===== src/rtl/rc4_pkg.sv =====
// Shared types and default widths for the RC4 key-search datapath.
// The phase encoding below is what the sequencer exposes on phase_tap.
package rc4_pkg;

  localparam int RC4_RAM_WIDTH  = 8;
  localparam int RC4_RAM_LENGTH = 8;
  localparam int RC4_KEY_LENGTH = 3;

  typedef enum logic [3:0] {
    ST_IDLE     = 4'd0,
    ST_INIT_GO  = 4'd1,
    ST_INIT_RUN = 4'd2,
    ST_SHUF_GO  = 4'd3,
    ST_SHUF_RUN = 4'd4,
    ST_DEC_GO   = 4'd5,
    ST_DEC_RUN  = 4'd6,
    ST_NEXT_KEY = 4'd7,
    ST_DONE     = 4'd8
  } seq_state_t;

  typedef enum logic [1:0] {
    OWN_NONE = 2'd0,
    OWN_INIT = 2'd1,
    OWN_SHUF = 2'd2,
    OWN_DEC  = 2'd3
  } ram_owner_t;

  typedef logic [RC4_KEY_LENGTH-1:0][RC4_RAM_WIDTH-1:0] key_bytes_t;

endpackage


===== src/rtl/rc4_ram_mux.sv =====
// Three-way combinational port mux onto the single-port S RAM.
// With no owner the RAM sees address 0, data 0 and no write.
module rc4_ram_mux
  import rc4_pkg::*;
#(
  parameter int AW = RC4_RAM_LENGTH,
  parameter int DW = RC4_RAM_WIDTH
) (
  input  ram_owner_t    owner_i,
  input  logic [AW-1:0] init_addr_i,
  input  logic [DW-1:0] init_data_i,
  input  logic          init_we_i,
  input  logic [AW-1:0] shuf_addr_i,
  input  logic [DW-1:0] shuf_data_i,
  input  logic          shuf_we_i,
  input  logic [AW-1:0] dec_addr_i,
  input  logic [DW-1:0] dec_data_i,
  input  logic          dec_we_i,
  output logic [AW-1:0] ram_address_o,
  output logic [DW-1:0] ram_data_o,
  output logic          ram_wren_o
);

  always_comb begin
    ram_address_o = '0;
    ram_data_o    = '0;
    ram_wren_o    = 1'b0;
    case (owner_i)
      OWN_INIT: begin
        ram_address_o = init_addr_i;
        ram_data_o    = init_data_i;
        ram_wren_o    = init_we_i;
      end
      OWN_SHUF: begin
        ram_address_o = shuf_addr_i;
        ram_data_o    = shuf_data_i;
        ram_wren_o    = shuf_we_i;
      end
      OWN_DEC: begin
        ram_address_o = dec_addr_i;
        ram_data_o    = dec_data_i;
        ram_wren_o    = dec_we_i;
      end
      default: ;
    endcase
  end

endmodule


===== src/rtl/rc4_ram_sequencer.sv =====
// Phase controller for the RC4 key search: runs init, shuffle and decrypt
// per candidate key, steps the key, and hands the shared S RAM to one client.
module rc4_ram_sequencer
  import rc4_pkg::*;
#(
  parameter int RAM_WIDTH  = RC4_RAM_WIDTH,
  parameter int RAM_LENGTH = RC4_RAM_LENGTH,
  parameter int KEY_LENGTH = RC4_KEY_LENGTH,
  parameter logic [KEY_LENGTH*RAM_WIDTH-1:0] KEY_MIN = '0,
  parameter logic [KEY_LENGTH*RAM_WIDTH-1:0] KEY_MAX = 24'h3FFFFF
) (
  input  logic                                 clk,
  input  logic                                 reset,
  input  logic                                 start,
  output logic                                 busy,
  output logic                                 done,
  output logic                                 found,
  output logic [KEY_LENGTH-1:0][RAM_WIDTH-1:0] key_out,
  output logic                                 init_start,
  output logic                                 shuf_start,
  output logic                                 dec_start,
  input  logic                                 init_done,
  input  logic                                 shuf_done,
  input  logic                                 dec_done,
  input  logic                                 dec_valid,
  input  logic [RAM_LENGTH-1:0]                init_addr,
  input  logic [RAM_LENGTH-1:0]                shuf_addr,
  input  logic [RAM_LENGTH-1:0]                dec_addr,
  input  logic [RAM_WIDTH-1:0]                 init_data,
  input  logic [RAM_WIDTH-1:0]                 shuf_data,
  input  logic [RAM_WIDTH-1:0]                 dec_data,
  input  logic                                 init_we,
  input  logic                                 shuf_we,
  input  logic                                 dec_we,
  output logic [RAM_LENGTH-1:0]                ram_address,
  output logic [RAM_WIDTH-1:0]                 ram_data,
  output logic                                 ram_wren,
  output logic [3:0]                           phase_tap
);

  localparam int KEY_W = KEY_LENGTH * RAM_WIDTH;

  seq_state_t       state_q, state_d;
  logic [KEY_W-1:0] key_q, key_d;
  logic             done_q, done_d;
  logic             found_q, found_d;
  ram_owner_t       owner;

  always_ff @(posedge clk) begin
    if (reset) begin
      state_q <= ST_IDLE;
      key_q   <= KEY_MIN;
      done_q  <= 1'b0;
      found_q <= 1'b0;
    end else begin
      state_q <= state_d;
      key_q   <= key_d;
      done_q  <= done_d;
      found_q <= found_d;
    end
  end

  always_comb begin
    state_d = state_q;
    key_d   = key_q;
    done_d  = done_q;
    found_d = found_q;
    case (state_q)
      ST_IDLE, ST_DONE: begin
        if (start) begin
          state_d = ST_INIT_GO;
          key_d   = KEY_MIN;
          done_d  = 1'b0;
          found_d = 1'b0;
        end
      end
      ST_INIT_GO:  state_d = ST_INIT_RUN;
      ST_INIT_RUN: if (init_done) state_d = ST_SHUF_GO;
      ST_SHUF_GO:  state_d = ST_SHUF_RUN;
      ST_SHUF_RUN: if (shuf_done) state_d = ST_DEC_GO;
      ST_DEC_GO:   state_d = ST_DEC_RUN;
      ST_DEC_RUN: begin
        // >= rather than == so an inverted range ends on the first failure.
        if (dec_done) begin
          if (dec_valid) begin
            state_d = ST_DONE;
            done_d  = 1'b1;
            found_d = 1'b1;
          end else if (key_q >= KEY_MAX) begin
            state_d = ST_DONE;
            done_d  = 1'b1;
            found_d = 1'b0;
          end else begin
            state_d = ST_NEXT_KEY;
          end
        end
      end
      ST_NEXT_KEY: begin
        key_d   = key_q + KEY_W'(1);
        state_d = ST_INIT_GO;
      end
      default: state_d = ST_IDLE;
    endcase
  end

  always_comb begin
    init_start = (state_q == ST_INIT_GO);
    shuf_start = (state_q == ST_SHUF_GO);
    dec_start  = (state_q == ST_DEC_GO);
    busy       = (state_q != ST_IDLE) && (state_q != ST_DONE);
    owner      = OWN_NONE;
    case (state_q)
      ST_INIT_GO, ST_INIT_RUN: owner = OWN_INIT;
      ST_SHUF_GO, ST_SHUF_RUN: owner = OWN_SHUF;
      ST_DEC_GO,  ST_DEC_RUN:  owner = OWN_DEC;
      default:                 owner = OWN_NONE;
    endcase
  end

  // Byte 0 of key_out carries the most significant byte of the counter.
  always_comb begin
    for (int i = 0; i < KEY_LENGTH; i++) begin
      key_out[i] = key_q[(KEY_LENGTH-1-i)*RAM_WIDTH +: RAM_WIDTH];
    end
  end

  assign done      = done_q;
  assign found     = found_q;
  assign phase_tap = state_q;

  rc4_ram_mux #(
    .AW(RAM_LENGTH),
    .DW(RAM_WIDTH)
  ) u_mux (
    .owner_i      (owner),
    .init_addr_i  (init_addr),
    .init_data_i  (init_data),
    .init_we_i    (init_we),
    .shuf_addr_i  (shuf_addr),
    .shuf_data_i  (shuf_data),
    .shuf_we_i    (shuf_we),
    .dec_addr_i   (dec_addr),
    .dec_data_i   (dec_data),
    .dec_we_i     (dec_we),
    .ram_address_o(ram_address),
    .ram_data_o   (ram_data),
    .ram_wren_o   (ram_wren)
  );

endmodule

===== config.mk =====
export PLATFORM = sky130hd
export DESIGN_NAME = rc4_ram_sequencer
export DESIGN_NICKNAME = d
export VERILOG_FILES = /design/src/rtl/rc4_pkg.sv /design/src/rtl/rc4_ram_mux.sv /design/src/rtl/rc4_ram_sequencer.sv
export SDC_FILE = /design/constraint.sdc
export NUM_CORES = 1
export LEC_CHECK = 0
export ABC_CLOCK_PERIOD_IN_PS = 2400
export BUFFER_PORTS_ARGS = -buffer_cell sky130_fd_sc_hd__buf_2
export CORE_UTILIZATION = 45
export DETAILED_ROUTE_END_ITERATION = 12
export GPL_TIMING_DRIVEN = 0
export PLACE_DENSITY = 0.82
export SLEW_MARGIN = 0
export SYNTH_ARGS = -nofsm -noshare
export SYNTH_HDL_FRONTEND = slang
export SYNTH_HIERARCHICAL = 1
export SYNTH_SLANG_ARGS = --single-unit

===== constraint.sdc =====
create_clock -name clk -period 2.4 [get_ports clk]
set_input_delay 0.12 -clock clk [delete_from_list [all_inputs] [get_ports clk]]
set_output_delay 0.12 -clock clk [all_outputs]
set_load 0.02 [all_outputs]

### After elaboration in Yosys (flattened, before gate mapping)

Cells that the tools add are included.

* flip-flop bits (word level): 30

* equality and inequality tests: 17
* magnitude comparators: 1
* reduce and logical (&&, ||, !) cells: 12
* multiplexer cells: 22
* $add $sub $neg: 1

Operators by type and width (count)
* 24-bit one-hot mux with 2 select lines: 1
* 8-bit one-hot mux with 3 select lines: 2
* 4-bit one-hot mux with 8 select lines: 1
* 24-bit by 1-bit adder with 24-bit output (second input constant): 1
* 24-bit by 22-bit >= comparator with 1-bit output (second input constant): 1
* 24-bit 2-to-1 mux: 1
* 4-bit 2-to-1 mux: 6
* 4-bit by 3-bit == test with 1-bit output (second input constant): 4
* 4-bit by 2-bit == test with 1-bit output (second input constant): 2
* 2-bit inequality test (second input constant): 4
* 4-bit AND reduction: 2
* 2-bit OR reduction: 4
* 1-bit 2-to-1 mux: 7
* 2-bit one-hot mux with 3 select lines: 1
* 2-bit == test (second input constant): 2
* 4-bit by 1-bit == test with 1-bit output (second input constant): 1
* 4-bit == test (second input constant): 1
* 4-bit zero test: 1
* 4-bit inequality test (second input constant): 1
* 1-bit one-hot mux with 2 select lines: 2
* 2-bit nonzero test: 2
* 4-bit nonzero test: 1
* 3-bit inequality test (second input constant): 1
* 1-bit one-hot mux with 3 select lines: 1
* other kinds (3): 3

### Depth between registers and ports, before layout

Gate-level depths: netlist of the first run.

* depth in word-level cells: 5
* mapped depth: 9
* gate-level depth less buffers: 6

### Modules after synthesis

The synthesis of the first run kept the hierarchy.

By module, submodules not included
* rc4_ram_sequencer: cells an instance 195, sequential area each 600.6 um2, times used 1, area an instance 1586.5 um2
* rc4_ram_mux: cells an instance 41, sequential area each 0.0 um2, times used 1, area an instance 454.2 um2

### Worst setup path after synthesis of the first run

Ideal clock, no wire load.

* path type: register -> output
* start: register state_q[1] (netlist: phase_tap[1])
* end: output ram_address[4]
* required time: 2.280 ns
* stages on the path, launching flop included: 9
* data arrival time: 2.215 ns
* setup slack: 0.065 ns
* path buffers: 3
* cells stage by stage: dfxtp_1 clkbuf_1 nand2_1 or2_2 a21oi_1 buf_6 buf_12 mux2_4 a22o_1

* cells in the longest elaborated chain, start to end: 5
* elaborated cells on any way between the ends: 14

Ends and longest elaborated chain
* start, declared: line rc4_ram_sequencer.sv:43 `seq_state_t state_q, state_d;`
* start signal, assigned: line rc4_ram_sequencer.sv:56 `state_q <= state_d;`
* 4-bit by 3-bit == test with 1-bit output (tied with other cells): line rc4_ram_sequencer.sv:112 `case (state_q)`
* 2-bit OR reduction: line rc4_ram_sequencer.sv:112
* 2-bit one-hot mux with 3 select lines (*): line rc4_ram_sequencer.sv:112
* named net owner[1]: line rc4_ram_sequencer.sv:47 `ram_owner_t owner;`
* 2-bit == test / 2-bit by 1-bit == test with 1-bit output (equally long branches): line rc4_ram_mux.sv:28 `case (owner_i)`
* 8-bit one-hot mux with 3 select lines (*): line rc4_ram_mux.sv:28
* end, declared: line rc4_ram_sequencer.sv:35 `output logic [RAM_LENGTH-1:0] ram_address,`

Mark *: on every way through the listed nets, which the timed path passes. The rest lies on a longest branch.

### Worst setup path after layout of the first run

* start: register state_q[1] (netlist: phase_tap[1])
* end: output ram_address[6]

Same word-level chain as after synthesis.

==> reports/metrics.cfg, run 1 <==
[final_layout]
area_growth_pct = 39.7
design_area_um2 = 2850
layout-drive-gt1-share_pct = 44.5
n_antenna_cell = 0
num-fill-cells = 384
finalNetCount = 413

[global_routing]
antenna_found_initial = 0
grt_pass1_wl_um = 9740
grt_usage_pct = 24.8
grt_start_max_net_pins = 16
first_global_vias = 2133
overflow = 0

[outcome]
outcome = complete, no violations

[worst_setup_path]
r2r_slack_ns = 0.18
crit_buf_inv = 3
slowest_stage = dfxtp_4
cpPeakStageDelay_ns = 0.43
worstPathArrival_ns = 2.21
crit_chain = nand2_2 > or2_4 > a21oi_4 > buf_6 > bufbuf_16 > mux2_4 > a22o_1 > buf_2
startpoint = phase_tap[1]$_SDFFE_PP0P_
cp_max_fo = 12
critPathKind = reg -> out
start_kind = flop
cp.required_ns = 2.28
rr_startpoint = key_q[0]$_SDFFE_PP0P_
setup.worst_path.end_class = output port
worstRegToRegCells = 6
r2r_end = key_q[14]$_SDFFE_PP0P_
critPathTopFamily = buffers and inverters

[route]
viasPerCell = 5.64
remaining_drc_errors = 0
wl_um = 5990
drt-initial-drc-count = 156
routedWlPerCell_um = 14.7
vias = 2294
postRouteAntennaNets = 0
dr.pass1.iters = 4

[logic_synthesis]
syn_avg_cell_area_um2 = 8.65
seq_area_frac_synth_pct = 29.4
netlist_instances = 236
synth_seq_cells = 30
synthFlopType = dfxtp_1
yosysWarnings = 6
mappedNetlistArea_um2 = 2040
synth_area_leaders = dfxtp_1, mux2_4, a22o_1, mux2_2, nand3_1
synth-edff-count = 0
synth.top_cell.area_share_pct = 29.4
synth.net_count = 295
async_flop_share_pct = 0
synth_cell_type_count = 45
synth_top_area_cell = dfxtp_1

[place]
dp_hpwl_um = 4570
dp_worst_setup_slack_ns = -0.114
port_buffers = 108
dpl_cell_area_um2 = 2650
gp_congestion = 0.860

[cts]
cts_root_buf = clkbuf_8
htreeDepth = 2
cts_tree = built
cts_made_buffers = 5
cts_sinks = 30
clkLatencyLatePin_ns = 0.29
clkTransAtPathRegs_ns = 0.07
clock_path_buffers = 2

[die]
core_area_um2 = 4350
io_pins = 109
rows = 24
dieArea_um2 = 4810
initial_utilization_pct = 46.9
die-width_um = 69.3
die_h_um = 69.3

[sta]
worst_slack_ns = 0.0658
hold_viol = 0
slew_viol_final = 0
fin_crit_sh_pct = 97.3
fmax_mhz = 428
fin_setup_tns_ns = 0
worst_slew_pin_slew_ns = 0.987
grt_setup_unrepaired = false
max-slew-margin-rel_pct = 33.6
setup_viol = 0
fin_skew_ns = 0.00839
period_needed_ns = 2.33

[power_and_ir_drop]
peakVddDrop_uv = 420
p_per_area_nw_per_um2 = 725
p_leak_nw = 1.30

[run]
drv_cap = 0

[hold_path]
whs_endpoint = found$_SDFFE_PP0P_
hold_start = dec_done
hold_class = in -> reg
whs_path_depth = 2

==> cells in the final DEF (no fill, tap or decap), drive strengths merged, types with 5 or more instances in the layout <==
| master | synthesis | final |
|---|---|---|
| nor3 | 8 | 8 |
| nand4 | 7 | 7 |
| a22o | 17 | 17 |
| o31ai | 10 | 10 |
| a21oi | 16 | 16 |
| dfxtp | 30 | 30 |
| clkbuf | 9 | 12 |
| o21ai | 6 | 6 |
| nand4b | 8 | 8 |
| buf | 5 | 118 |
| nor2 | 15 | 15 |
| nand3 | 17 | 17 |
| nand2b | 5 | 5 |
| nand2 | 18 | 18 |
| mux2 | 18 | 18 |
==> area by class of cell <==
| type | count | area [um2] | area share, % |
|---|---|---|---|
| multi-input cells | 188 | 1350 | 47.3 |
| repair buffers | 114 | 636 | 22.3 |
| flip-flops and latches | 30 | 609 | 21.4 |
| clock buffers | 6 | 82.6 | 2.90 |
| plain buffers | 11 | 81.3 | 2.85 |
| well taps | 52 | 65.1 | 2.28 |
| inverters | 4 | 15.0 | 0.527 |
| clock inverters | 2 | 12.5 | 0.439 |
==> kinds of logic (layout without fill, tap and decap cells) <==
family                   count (synthesis)  in the layout  synth area share [%]
AND/OR/NAND/NOR                        103            103                  29.9
buffers and inverters                   18            137                  5.27
flip-flops                              30             30                  29.4
AO/OA/AOI/OAI                           59             59                  20.0
XOR/XNOR                                 6              6                  2.58
multiplexers                            19             19                  12.3
adder cells (fa/ha/maj)                  1              1                 0.613
==> metrics by stage <==
stage	cells	hold slack (ns)	power, mW	util (%)
floorplan	236	0.249	1.27	-
global placement	396	0.411	1.54	60.8
detailed placement	396	0.422	1.57	60.8
CTS	408	0.106	2.09	65.6
global route	407	0.126	2.18	65.5
finish	407	0.106	2.07	65.5
==> report_power, final <==
part | switching [mW] | total [mW] | internal, mW | leakage, nW
Sequential | 0.0488 | 0.571 | 0.522 | 0.244
Clock | 0.202 | 0.432 | 0.230 | 0.0472
Combinational | 0.593 | 1.06 | 0.472 | 1.01
Total | 0.844 | 2.07 | 1.22 | 1.30
==> cell usage after synthesis (2+ instances only) <==
cell      count
dfxtp_1      30
nand2_1      18
a22o_1       17
nand3_1      17
a21oi_1      16
nor2_1       15
mux2_4       10
o31ai_1      10
clkbuf_1      9
mux2_2        8
nand4_1       7
nand4b_1      7
nor3_1        7
o21ai_0       6
nand2b_1      5
inv_1         4
nand3b_1      4
or2_2         4
xor2_1        4
a31oi_1       3
and3_1        3
buf_6         3
nor4_1        3
or3_1         3
nor2b_1       2
xnor2_1       2
==> flip-flops by register name, summed over array words and instances (netlist names) <==
signal and flops:
phase_tap 4, key_q 24, found 1, done 1
==> routing by layer <==
| layer | vias to the layer above | GRT usage [%] | wire, um |
|---|---|---|---|
| met5 | - | 0 | 0 |
| met4 | 0 | 8.84 | 121 |
| met3 | 11 | 6.10 | 361 |
| met2 | 85 | 45.0 | 3090 |
| met1 | 1063 | 28.0 | 2410 |
| li1 | 1135 | - | - |
==> how the worst max path moves through the flow <==
| stage | endpoint | depth (start not counted) |
|---|---|---|
| after detailed placement | ram_data[2] | 9 |
| after floorplan | ram_address[4] | 8 |
| after global routing | ram_data[1] | 8 |
| after CTS | ram_data[1] | 9 |
| after global placement | ram_data[0] | 9 |
| final | ram_address[6] | 8 |
==> worst register-to-register path: stages, from the launching register on <==
cell     delay [ns]
dfxtp_1        0.41
ha_1           0.22
nand3_1        0.21
nor4_4         0.57
or4b_1         0.51
nand3_1        0.10
o31ai_1        0.07
==> repair_timing <==
action | 4_1_cts | 5_1_grt
gates cloned | 1 | 0
gates resized for setup | 10 | 2
hold buffers | 0 | 0
buffers inserted | 5 | 0
setup endpoints to repair | 17 | 16
pin swaps | 1 | 1
hold endpoints to repair | 0 | 0
No activity file was read; power rests on OpenSTA's default activity.
==> run 2, diff against run 1 <==
==> constraint.sdc (replaced) <==
create_clock -name clk -period 2.4 [get_ports clk]
set_input_delay 0.72 -clock clk [delete_from_list [all_inputs] [get_ports clk]]
set_output_delay 0.72 -clock clk [all_outputs]
set_load 0.02 [all_outputs]
==> run 2 against run 1 <==
Net effect:
- the run now ends with negative setup slack left
- cell area increased by 10%
- clock skew decreased by 0.00070 ns
- flip-flop and latch count unchanged
- cell count grew 2.5%
- combinational power grew 43%
- worst hold slack improved by 0.35 ns
- via count rose by 5.2%
- non-clock buffer count grew 10
- critical path depth up 1
- clock power down 4%
- die area did not move
- core utilization up 6.8 points
- critical endpoint is now ram_address[1]
==> reports/metrics.cfg, run 2 (synthesis gave the netlist of run 1 again) <==
[outcome]
failed_checks = negative setup slack
outcome = finished with violations

[route]
met2_length_um = 3570  ; +15%
dr.pass1.iters = 4  ; unchanged
viasPerCell = 5.79  ; +2.7%
drt-initial-drc-count = 104  ; -33%
postRouteAntennaNets = 0  ; unchanged
remaining_drc_errors = 0  ; unchanged
routedWlPerCell_um = 16.0  ; +8.7%
vias = 2414  ; +5.2%
wl_um = 6670  ; +11%
met1_length_um = 2530  ; +4.9%
wl_met3_um = 393  ; +8.9%
routed.top_layer = met4

[hold_path]
hold_class = reg -> reg

[worst_setup_path]
setup.worst_path.end_class = output port
cp_max_fo = 5  ; -7
crit_chain = nand2_4 > or2_4 > a21oi_2 > buf_6 > buf_6 > buf_6 > mux2_4 > a22o_1 > buf_6
start_kind = flop
path_common_cell = buf_6
worstPathArrival_ns = 2.04  ; -0.17 ns
critPathKind = reg -> out
cpPeakStageDelay_ns = 0.36  ; -0.07 ns
slowest_stage = dfxtp_4
cp.required_ns = 1.68  ; -0.60 ns

[power_and_ir_drop]
p_leak_nw = 1.46  ; +12%
p_per_area_nw_per_um2 = 786  ; +8.3%
finalPower_mw = 2.47  ; +20%
peakVddDrop_uv = 546  ; +30%

[final_layout]
area_growth_pct = 54.3
layout_commonest_cell = buf_2
seqCellArea_um2 = 613  ; +0.62%
finalNetCount = 423  ; +2.4%
multi_input_area_um2 = 1480  ; +9.6%
num-fill-cells = 335  ; -13%
largest_reg_flops = 24  ; unchanged
n_antenna_cell = 0  ; unchanged
layout-drive-gt1-share_pct = 51.0  ; +6.5 points
largest-register = key_q
final_cell_mix = buf_2, dfxtp_1, buf_6

[global_routing]
grt_usage_pct = 27.8  ; +3.0 points
antenna_found_initial = 0  ; unchanged
first_global_vias = 2314  ; +8.5%
overflow = 0  ; unchanged
grt_pass1_wl_um = 11000  ; +12%
grt_start_max_net_pins = 14  ; -2

[cts]
postCtsHoldBufs = 0  ; unchanged
clkTransAtPathRegs_ns = 0.07  ; about the same
clock_path_buffers = 2  ; unchanged
htreeDepth = 2  ; unchanged
clkLatencyLatePin_ns = 0.28  ; about the same
cts_sinks = 30  ; unchanged
cts_tree = built
cts_made_buffers = 5  ; unchanged
cts_root_buf = clkbuf_8

[die]
io_pins = 109  ; unchanged
rows = 24  ; unchanged
initial_utilization_pct = 46.9  ; unchanged
die_h_um = 69.3  ; unchanged
dieArea_um2 = 4810  ; unchanged
core_area_um2 = 4350  ; unchanged
die-width_um = 69.3  ; unchanged

[sta]
fin_crit_sh_pct = 115  ; +18 points
hold_viol = 0  ; unchanged
hold_ws_ns = 0.453  ; +0.347 ns
grt_setup_unrepaired = true
slew_viol_final = 0  ; unchanged
max-slew-margin-rel_pct = 59.1  ; +26 points
setup_viol = 17  ; +17
worst_slew_pin_slew_ns = 0.607  ; -0.379 ns
fin_skew_ns = 0.00770  ; -0.000697 ns
worst_slack_ns = -0.357  ; -0.423 ns
fmax_mhz = 363  ; -15%
period_needed_ns = 2.76  ; +0.423 ns

[place]
gp_congestion = 0.878  ; +2.1%
dp_hpwl_um = 4460  ; -2.3%
port_buffers = 108  ; unchanged

[run]
drv_cap = 0  ; unchanged

-- run 2: cell count changes in the layout (fill, tap and decap cells not counted), sizes merged --
| cell | before | now |
|---|---|---|
| bufbuf | 1 | 0 |
| clkinvlp | 1 | 0 |
| buf | 118 | 130 |
-- run 2: power breakdown --
| part | internal, mW | switching (mW) | leakage [nW] |
|---|---|---|---|
| Combinational | 0.781 | 0.741 | 1.16 |
| Sequential | 0.521 | 0.0165 | 0.245 |
| Clock | 0.231 | 0.184 | 0.0482 |
-- run 2: final timing paths --
path	to	slack, ns	start	cells after the start
setup / recovery	ram_address[1]	-0.36	phase_tap[1]$_SDFFE_PP0P_	9
hold / removal	done$_SDFFE_PP0P_	0.45	done$_SDFFE_PP0P_	2
setup reg to reg	key_q[14]$_SDFFE_PP0P_	0.14	phase_tap[0]$_SDFFE_PP0P_	7
hold reg to reg	done$_SDFFE_PP0P_	0.45	done$_SDFFE_PP0P_	2
-- run 2: area by class of cell --
class,count,area share [%]
plain buffers,10,2.19
clock buffers,7,2.74
clock inverters,1,0.159
inverters,4,0.477
multi-input cells,188,47.0
flip-flops and latches,30,19.5
well taps,52,2.07
repair buffers,125,25.9
-- run 2: what timing repair did --
item / 4_1_cts / 5_1_grt
setup endpoints to repair: 17 / 20
gates resized for setup: 43 / 12
hold endpoints to repair: 0 / 0
setup buffers: 12 / 4
pin swaps: 6 / 5
gates cloned: 1 / 0
-- run 2: metal layers --
metal  GRT usage, %  up-vias
li1               -     1157
met1           30.7     1133
met2           51.7      106
met3           6.54       18
met4           9.30        0
met5              0        -
-- run 2: critical path, delay by kind of cell, from the launching register on --
family	cells	cell delay, ns
AOI/OAI and AO/OA	2	0.33
muxes	1	0.29
DFF	1	0.36
buffers and inverters	4	0.50
and+or+nand+nor	2	0.27
-- run 2: per-stage QoR --
step | area, um2 | setup TNS [ns] | setup slack (ns) | std cells | utilization [%]
6_report | 3150 | -5.53 | -0.357 | 417 | 72.3
5_1_grt | 3150 | -6.83 | -0.436 | 417 | 72.3
4_1_cts | 3110 | -6.16 | -0.383 | 414 | 71.3
3_5_place_dp | 2790 | -3.96 | -0.333 | 396 | 64.1
3_3_place_gp | 2790 | -3.65 | -0.310 | 396 | 64.1
2_1_floorplan | 2180 | -0.993 | -0.103 | 236 | -
